===== src/rtl/fetch_pkg.sv =====
// Shared types and constants for the fetch stage: state encoding, default widths
// and the absolute branch-target table.
package fetch_pkg;

    localparam int unsigned ADefault    = 12;
    localparam int unsigned LutWDefault = 3;
    localparam int unsigned OffWDefault = 5;
    localparam int unsigned CntWDefault = 16;

    localparam int unsigned LutEntries = 2 ** LutWDefault;

    typedef enum logic [1:0] {
        StIdle   = 2'd0,
        StLoad   = 2'd1,
        StRun    = 2'd2,
        StHalted = 2'd3
    } fetch_state_e;

    // Absolute branch targets; entry i = 16*i. Edit here when programs change.
    localparam logic [ADefault-1:0] BrLut [LutEntries] = '{
        12'd0,  12'd16, 12'd32, 12'd48,
        12'd64, 12'd80, 12'd96, 12'd112
    };

endpackage


===== src/rtl/branch_lut.sv =====
// Combinational lookup of an absolute branch target from the package table.
module branch_lut
    import fetch_pkg::*;
#(
    parameter int unsigned A     = ADefault,
    parameter int unsigned LUT_W = LutWDefault
) (
    input  logic [LUT_W-1:0] tgt_idx,
    output logic [A-1:0]     target
);

    assign target = A'(BrLut[tgt_idx]);

endmodule


===== src/rtl/fetch_unit.sv =====
// Program counter and fetch sequencing: start/load handshake, absolute and
// relative branches, halt handling and a saturating retired-instruction counter.
module fetch_unit
    import fetch_pkg::*;
#(
    parameter int unsigned A     = ADefault,
    parameter int unsigned LUT_W = LutWDefault,
    parameter int unsigned OFF_W = OffWDefault,
    parameter int unsigned CNT_W = CntWDefault
) (
    input  logic             Clk,
    input  logic             Reset,
    input  logic             Start,
    input  logic [A-1:0]     StartAddr,
    input  logic             Halt,
    input  logic             BrTaken,
    input  logic             BrRel,
    input  logic [LUT_W-1:0] TgtIdx,
    input  logic [OFF_W-1:0] Offset,
    output logic [A-1:0]     ProgCtr,
    output logic             Done,
    output logic [CNT_W-1:0] RetCount
);

    fetch_state_e     state_q, state_d;
    logic [A-1:0]     pc_q, pc_d;
    logic             done_q, done_d;
    logic [CNT_W-1:0] cnt_q, cnt_d;
    logic [A-1:0]     lut_target;
    logic [A-1:0]     offset_ext;
    logic [CNT_W-1:0] cnt_sat_inc;

    branch_lut #(
        .A     (A),
        .LUT_W (LUT_W)
    ) u_branch_lut (
        .tgt_idx (TgtIdx),
        .target  (lut_target)
    );

    assign offset_ext  = {{(A - OFF_W){Offset[OFF_W-1]}}, Offset};
    assign cnt_sat_inc = (cnt_q == {CNT_W{1'b1}}) ? cnt_q : cnt_q + CNT_W'(1);

    always_comb begin
        state_d = state_q;
        pc_d    = pc_q;
        done_d  = done_q;
        cnt_d   = cnt_q;
        unique case (state_q)
            StIdle, StHalted: begin
                if (Start) begin
                    pc_d    = StartAddr;
                    cnt_d   = '0;
                    done_d  = 1'b0;
                    state_d = StLoad;
                end
            end
            StLoad: begin
                if (Start) begin
                    pc_d = StartAddr;
                end else begin
                    state_d = StRun;
                end
            end
            StRun: begin
                if (Start) begin
                    pc_d    = StartAddr;
                    cnt_d   = '0;
                    done_d  = 1'b0;
                    state_d = StLoad;
                end else begin
                    // Every non-start RUN cycle retires one instruction, halt included.
                    cnt_d = cnt_sat_inc;
                    if (Halt) begin
                        done_d  = 1'b1;
                        state_d = StHalted;
                    end else if (BrTaken && !BrRel) begin
                        pc_d = lut_target;
                    end else if (BrTaken) begin
                        pc_d = pc_q + offset_ext;
                    end else begin
                        pc_d = pc_q + A'(1);
                    end
                end
            end
            default: state_d = StIdle;
        endcase
    end

    always_ff @(posedge Clk) begin
        if (Reset) begin
            state_q <= StIdle;
            pc_q    <= '0;
            done_q  <= 1'b0;
            cnt_q   <= '0;
        end else begin
            state_q <= state_d;
            pc_q    <= pc_d;
            done_q  <= done_d;
            cnt_q   <= cnt_d;
        end
    end

    assign ProgCtr  = pc_q;
    assign Done     = done_q;
    assign RetCount = cnt_q;

endmodule

===== config.mk =====
export PLATFORM = sky130hd
export DESIGN_NAME = fetch_unit
export DESIGN_NICKNAME = d
export VERILOG_FILES = /design/src/rtl/fetch_pkg.sv /design/src/rtl/branch_lut.sv /design/src/rtl/fetch_unit.sv
export SDC_FILE = /design/constraint.sdc
export NUM_CORES = 1
export LEC_CHECK = 0
export CAP_MARGIN = 20
export CORE_MARGIN = 4
export CORE_UTILIZATION = 46
export CTS_BUF_LIST = sky130_fd_sc_hd__clkbuf_2
export DETAILED_ROUTE_END_ITERATION = 16
export GPL_TIMING_DRIVEN = 0
export PLACE_DENSITY = 0.82
export RECOVER_POWER = 50
export SYNTH_ARGS = -nofsm -noshare
export SYNTH_HDL_FRONTEND = slang
export SYNTH_SLANG_ARGS = --single-unit

===== constraint.sdc =====
create_clock -name Clk -period 2 [get_ports Clk]
set_input_delay 0.2 -clock Clk [delete_from_list [all_inputs] [get_ports Clk]]
set_output_delay 0.2 -clock Clk [all_outputs]
set_load 0.01 [all_outputs]

Yosys cells after proc, flatten, opt, wreduce, memory -nomap -nowiden
Memories as Yosys holds them, arrays and structs flattened.
Cells that the tools add are included.
W data, S select, Z words.
{ "totals": {"out_inout_bits": 29, "romBits": 96, "regBits": 31, "n_memories": 1, "in_bits": 26} }
{ "op_classes": {"mux": 21, "n_eq_ne": 10, "n_reduce_logical": 10, "order_cmp": 1, "bitwise_logic": 1, "addsub": 3} }
{ "memory_table": {"columns": ["name", "depth", "word_bits", "read_ports", "rd_ports_with_merged_regs", "wr", "line_no", "text"], "rows": [
  ["(no name shown)", 8, 12, 1, 0, 0, "branch_lut.sv:12", "assign target = A'(BrLut[tgt_idx]);"]
]} }
{ "ops": {"columns": ["cell", "count"], "rows": [
  ["$mux W12", 7],
  ["$mux W16", 3],
  ["$pmux W16 S2", 1],
  ["$pmux W12 S2", 1],
  ["$add A16 B1 Y16 const B", 1],
  ["$eq A16 B16 Y1 const B", 1],
  ["$add A12 B1 Y12 const B", 1],
  ["$add A12 B12 Y12", 1],
  ["$ne A3 B3 Y1 const B", 3],
  ["$reduce_and A3 Y1", 3],
  ["$mux W2", 4],
  ["$pmux W2 S3", 1],
  ["$eq A2 B2 Y1 const B", 2],
  ["$ge A4 B4 Y1 const B", 1],
  ["$ne A2 B2 Y1 const B", 2],
  ["$not A3 Y4", 1],
  ["$mux W1", 3],
  ["$reduce_or A3 Y1", 1],
  ["$eq A2 B1 Y1 const B", 1],
  ["$logic_not A2 Y1", 1],
  ["$ne A2 B1 Y1 const B", 1],
  ["$pmux W1 S2", 1],
  ["$reduce_and A2 Y1", 1],
  ["$reduce_bool A2 Y1", 1],
  ["other kinds (3)", 3]
]} }

Depth between registers and ports, before layout
{ "logic_depth": {"ltp_word": 8, "mapped_depth": 9} }

Cells and area by module
A second synthesis with hierarchy kept.
{ "unflattened": {"cells_unflattened": 271, "area_unflattened_um2": 2109.5} }
{ "modules_own_cells": {"columns": ["mod", "cells_each", "seq_area_each_um2", "instances", "area_each_um2"], "rows": [
  ["fetch_unit", 258, 620.6, 1, 2015.7],
  ["branch_lut", 13, 0.0, 1, 93.8]
]} }

Worst setup path after synthesis
OpenSTA, ideal clock, no wires.
{ "synth_timing": {"kind": "register to register", "from": "register pc_q[0] (netlist: ProgCtr[0])", "to": "register pc_q[6] (netlist: ProgCtr[6])", "path_slack_ns": -0.084, "period_less_slack_ns": 2.084, "t_required_ns": 1.938, "path_stages_with_launch": 8, "arrival_ns": 2.022, "path_cell_list": "dfxtp_1 > ha_1 > fa_1 > a21o_1 > a21oi_4 > o32ai_1 > or4b_1 > nand3_1"} }
{ "synth_via": {"elab_chain_cells": 6, "word_cells_on_any_way": 7} }
{ "synth_lines": {"columns": ["element", "line_no", "text"], "rows": [
  ["start: declaration", "fetch_unit.sv:26", "logic [A-1:0] pc_q, pc_d;"],
  ["start signal: assignment", "fetch_unit.sv:98", "pc_q <= pc_d;"],
  ["$add A12 B1 Y12 or $add A12 B12 Y12 (tied branches)", "fetch_unit.sv:82, fetch_unit.sv:80", null],
  ["$mux W12 *", "fetch_unit.sv:79", "end else if (BrTaken) begin"],
  ["$mux W12 *", "fetch_unit.sv:77", "end else if (BrTaken && !BrRel) begin"],
  ["$mux W12 *", "fetch_unit.sv:74", "if (Halt) begin"],
  ["$mux W12 *", "fetch_unit.sv:66", "if (Start) begin"],
  ["$pmux W12 S2 *", "fetch_unit.sv:49", "unique case (state_q)"]
]} }
Mark *: on every way between the ends. The rest lies on a longest branch, timed or not. The select of a mux whose other input is x is not followed.
A chain may end at the register's enable or synchronous reset.

Final worst setup path
Same ends and word-level chain as after synthesis.

==> impl_table.tex <==
\begin{tabular}{lr}
\hline
Metric & Value \\
\hline
\multicolumn{2}{l}{\textbf{Run status}} \\
\quad Outcome & finished, violations left \\
\quad Violations in the final reports & setup timing \\
\multicolumn{2}{l}{\textbf{Placed design}} \\
\quad Number of cells in the design after placement & 368 \\
\quad Post-DP Area & 0.002728 mm2 \\
\quad Port Buffers & 54 \\
\quad RePlAce Congestion & 0.8763 \\
\quad Pre-CTS setup slack & -0.7383 ns \\
\quad HPWL Detailed & 4369 um \\
\multicolumn{2}{l}{\textbf{STA}} \\
\quad Worst Max-Slew Pin Slew & 0.5882 ns \\
\quad Worst Skew & 0.01641 ns \\
\quad Setup violators final & 4 \\
\quad Setup repair after global routing missed its margin & true \\
\quad Worst max-slew margin expressed relative to the limit & 60.79\% \\
\quad Final worst setup slack & -0.08541 ns \\
\quad Final-layout worst hold slack & 0.3509 ns \\
\quad Hold violation total from the final report & 0 \\
\quad Final total negative setup slack & -0.2795 ns \\
\quad Achievable Freq & 0.4795 GHz \\
\quad Final worst path period share & 104.3\% \\
\quad Post-route minimum period & 2.085 ns \\
\quad Max-slew violation total from the final report & 0 \\
\multicolumn{2}{l}{\textbf{Power and ir drop}} \\
\quad Net switching power & 0.5008 mW \\
\quad Combinational share of power & 28.8\% \\
\quad Ratio of total power to cell area & 531.8 mW/mm2 \\
\quad Register share of total power & 42.6\% \\
\quad Maximum vdd ir drop & 0.0002926 V \\
\quad PnR Total Power & 1.578 mW \\
\quad Reported leakage power & 1.186 nW \\
\quad Fraction of power consumed by the clock network & 28.6\% \\
\quad Internal cell power & 1.078 mW \\
\quad Switching Fraction & 31.73\% \\
\multicolumn{2}{l}{\textbf{Yosys}} \\
\quad Average cell area after synthesis & 8.080 um2 \\
\quad Net count of the mapped netlist & 297 \\
\quad Dominant cells by area after synthesis & sky130\_fd\_sc\_hd\_\_dfxtp\_1 (29\%), sky130\_fd\_sc\_hd\_\_nor2\_1 (7.1\%), sky130\_fd\_sc\_hd\_\_ha\_1 (4.7\%) \\
\quad Cell variety after synth & 62 \\
\quad Ranking of synthesized cells by instance count & sky130\_fd\_sc\_hd\_\_nor2\_1 (40), sky130\_fd\_sc\_hd\_\_dfxtp\_1 (31), sky130\_fd\_sc\_hd\_\_nand2\_1 (23) \\
\quad Total number of yosys warnings & 0 \\
\quad Syn Std Cell Area & 0.002117 mm2 \\
\quad Prevailing post-synth register cell & sky130\_fd\_sc\_hd\_\_dfxtp\_1 \\
\quad Synthesized instance count & 262 \\
\quad Fraction of registers with async set or reset after synthesis & 0\% \\
\quad Number of enable flip-flop cells after synthesis & 0 \\
\quad Top cell type's share of synthesized area & 29.31\% \\
\quad Dominant cell by count in the synthesized netlist & sky130\_fd\_sc\_hd\_\_nor2\_1 \\
\quad Share of the yosys chip area belonging to registers & 29.31\% \\
\quad Library cell with the largest summed area after synthesis & sky130\_fd\_sc\_hd\_\_dfxtp\_1 \\
\quad Synth Register Bits & 31 \\
\multicolumn{2}{l}{\textbf{Detailed routing}} \\
\quad Detailed-route wire length & 6254 um \\
\quad Via count of the routed design & 2271 \\
\quad Vias per Instance & 5.899 \\
\quad Post-route ant nets & 0 \\
\quad Drt wl/cell & 16.24 um \\
\quad First-pass iteration count of the detailed router & 5 \\
\quad DRC errors left & 0 \\
\quad Initial DRC count & 224 \\
\multicolumn{2}{l}{\textbf{Setup path}} \\
\quad Slowest cell on the critical path & sky130\_fd\_sc\_hd\_\_or4b\_1 \\
\quad Terminus of the critical flop-to-flop path & ProgCtr[6] \\
\quad Delay of the slowest critical-path stage & 0.48 ns \\
\quad Kind of end point of the critical path & flop \\
\quad Worst reg2reg path startpoint & ProgCtr[0] \\
\quad Kind of critical path & reg2reg \\
\quad Required time of the critical path & 2.35 ns \\
\quad Series of cell instances along the critical path & ha\_4, fa\_2, a21o\_1, a21oi\_4, o32ai\_2, or4b\_1, nand3\_1 \\
\quad CP max FO & 6 \\
\quad Count of buffering cells on the critical path with inverters included & 0 \\
\quad Arrival time of data at the critical path endpoint & 2.43 ns \\
\quad Register-to-register setup slack & -0.09 ns \\
\quad Logic depth of the worst register-to-register path & 7 \\
\quad Critical path startpoint category & flop \\
\quad Origin of the worst setup path & ProgCtr[0] \\
\quad Top Family by Delay on Critical Path & compound AO/OA/AOI/OAI gates \\
\multicolumn{2}{l}{\textbf{Clocking}} \\
\quad Worst skew pair latency & 0.38 ns \\
\quad Clock transition time at the flip-flop clock pins of the worst setup and hold paths & 0.18 ns \\
\quad CTS max path bufs & 2 \\
\quad Clock tree root buffer cell & sky130\_fd\_sc\_hd\_\_clkbuf\_2 \\
\quad Clock Sinks & 31 \\
\quad TritonCTS clock tree & built \\
\quad H-tree depth reported by CTS & 2 \\
\quad Hold\_buf cts & 0 \\
\quad Number of buffers added by the clock tree synthesis step & 5 \\
\multicolumn{2}{l}{\textbf{Floorplanning}} \\
\quad Total number of placement rows & 24 \\
\quad Count of boundary I/O pins & 55 \\
\quad Placeable Area & 0.004414 mm2 \\
\quad Floorplan die area & 0.005752 mm2 \\
\quad Die extent in y & 75.84 um \\
\quad Initial standard-cell utilization of the core & 47.96\% \\
\quad Width of the die & 75.84 um \\
\multicolumn{2}{l}{\textbf{GRT}} \\
\quad Number of antenna violations at the first check in global routing & 0 \\
\quad Gr ovfl total & 0 \\
\quad Maximum number of pins on one net before global-route repair & 11 \\
\quad Number of global-route vias before repair & 2056 \\
\quad First-pass GRT wire length & 9756 um \\
\quad Global-route usage over all layers & 22.15\% \\
\multicolumn{2}{l}{\textbf{Finish}} \\
\quad Area growth from synthesis to layout & 40.19\% \\
\quad Reg area & 623.1 um2 \\
\quad Final core utilization & 67.23\% \\
\quad Final cell area excluding filler cells & 0.002968 mm2 \\
\quad Non-filler instance count after layout & 385 \\
\quad Number of nets at the end of the flow & 368 \\
\quad N\_diodes & 0 \\
\quad Combined area of the multi-input logic cells & 0.001508 mm2 \\
\quad Share of post-route cells with drive strength above 1 & 16.52\% \\
\quad Fillers & 362 \\
\multicolumn{2}{l}{\textbf{Hold path}} \\
\quad Worst hold path depth & 3 \\
\quad Worst hold path type & in2reg \\
\quad Worst Hold Launch & StartAddr[1] \\
\quad Worst min-delay path endpoint & ProgCtr[1] \\
\multicolumn{2}{l}{\textbf{Run}} \\
\quad Maximum Capacitance Violations & 0 \\
\hline
\end{tabular}
logic make-up after synthesis:
| group | Yosys count | synth area share, % |
|---|---|---|
| fa+ha+maj | 9 | 5.674 |
| simple gates | 122 | 30.91 |
| buf+inv | 20 | 3.959 |
| mux | 6 | 2.896 |
| flops | 31 | 29.31 |
| xor+xnor | 19 | 7.861 |
| compound gates | 55 | 19.39 |
cell usage in the layout, fill, tap and decap left out, types with 9 or more instances in the layout:
cell	instances
sky130_fd_sc_hd__a21oi_1	14
sky130_fd_sc_hd__inv_1	11
sky130_fd_sc_hd__nand2_1	23
sky130_fd_sc_hd__dfxtp_1	29
sky130_fd_sc_hd__nor2_1	39
sky130_fd_sc_hd__clkdlybuf4s50_1	33
sky130_fd_sc_hd__clkbuf_2	9
sky130_fd_sc_hd__dlygate4sd3_1	20
sky130_fd_sc_hd__xnor2_1	11
sky130_fd_sc_hd__nand3_1	13
cell type report:
type / count / area share (%)
buffer: 8 / 1.391
multi-input combinational: 211 / 50.80
timing repair buffer: 64 / 20.95
tap: 52 / 2.192
clock buffer: 6 / 1.012
inverter: 12 / 1.644
clock inverter: 1 / 1.012
sequential: 31 / 20.99
worst min-delay path: stages:
cell	delay, ns
sky130_fd_sc_hd__clkdlybuf4s50_1	0.39
sky130_fd_sc_hd__nor2_1	0.08
sky130_fd_sc_hd__nor3_1	0.05
power by group through the flow:
stage / clock network [mW] / logic (mW) / registers, mW
4_1_cts: 0.454 / 0.421 / 0.672
3_5_place_dp: 0 / 0.388 / 0.684
5_1_grt: 0.471 / 0.493 / 0.677
3_3_place_gp: 0 / 0.382 / 0.683
2_1_floorplan: 0 / 0.238 / 0.686
6_report: 0.451 / 0.454 / 0.673
how the worst max path moves through the flow:
stage | endpoint | slack [ns] | cells after the start
after floorplan | ProgCtr[6] | 0.006 | 7
after global placement | ProgCtr[9] | -0.68 | 9
after detailed placement | ProgCtr[6] | -0.74 | 9
after CTS | ProgCtr[8] | -0.08 | 9
after global routing | ProgCtr[6] | -0.19 | 7
final | ProgCtr[6] | -0.09 | 7
timing repair:
item,CTS,global route
gates resized for setup,14,16
cloned,0,0
buffers inserted,8,2
pin swaps,7,2
setup endpoints to repair,10,21
layer usage:
metal | up-vias | GRT usage (%) | wire length [um]
li1 | 1082 | - | -
met1 | 1048 | 30.46 | 2587
met2 | 121 | 34.89 | 2972
met3 | 20 | 4.617 | 561
met4 | 0 | 6.408 | 133
met5 | - | 0 | 0
state kept, by name, summed over array words and instances, names as in the netlist:
register,flops
RetCount,16
state_q,2
Done,1
ProgCtr,12
Note: power is estimated with default switching activity, not from simulation.
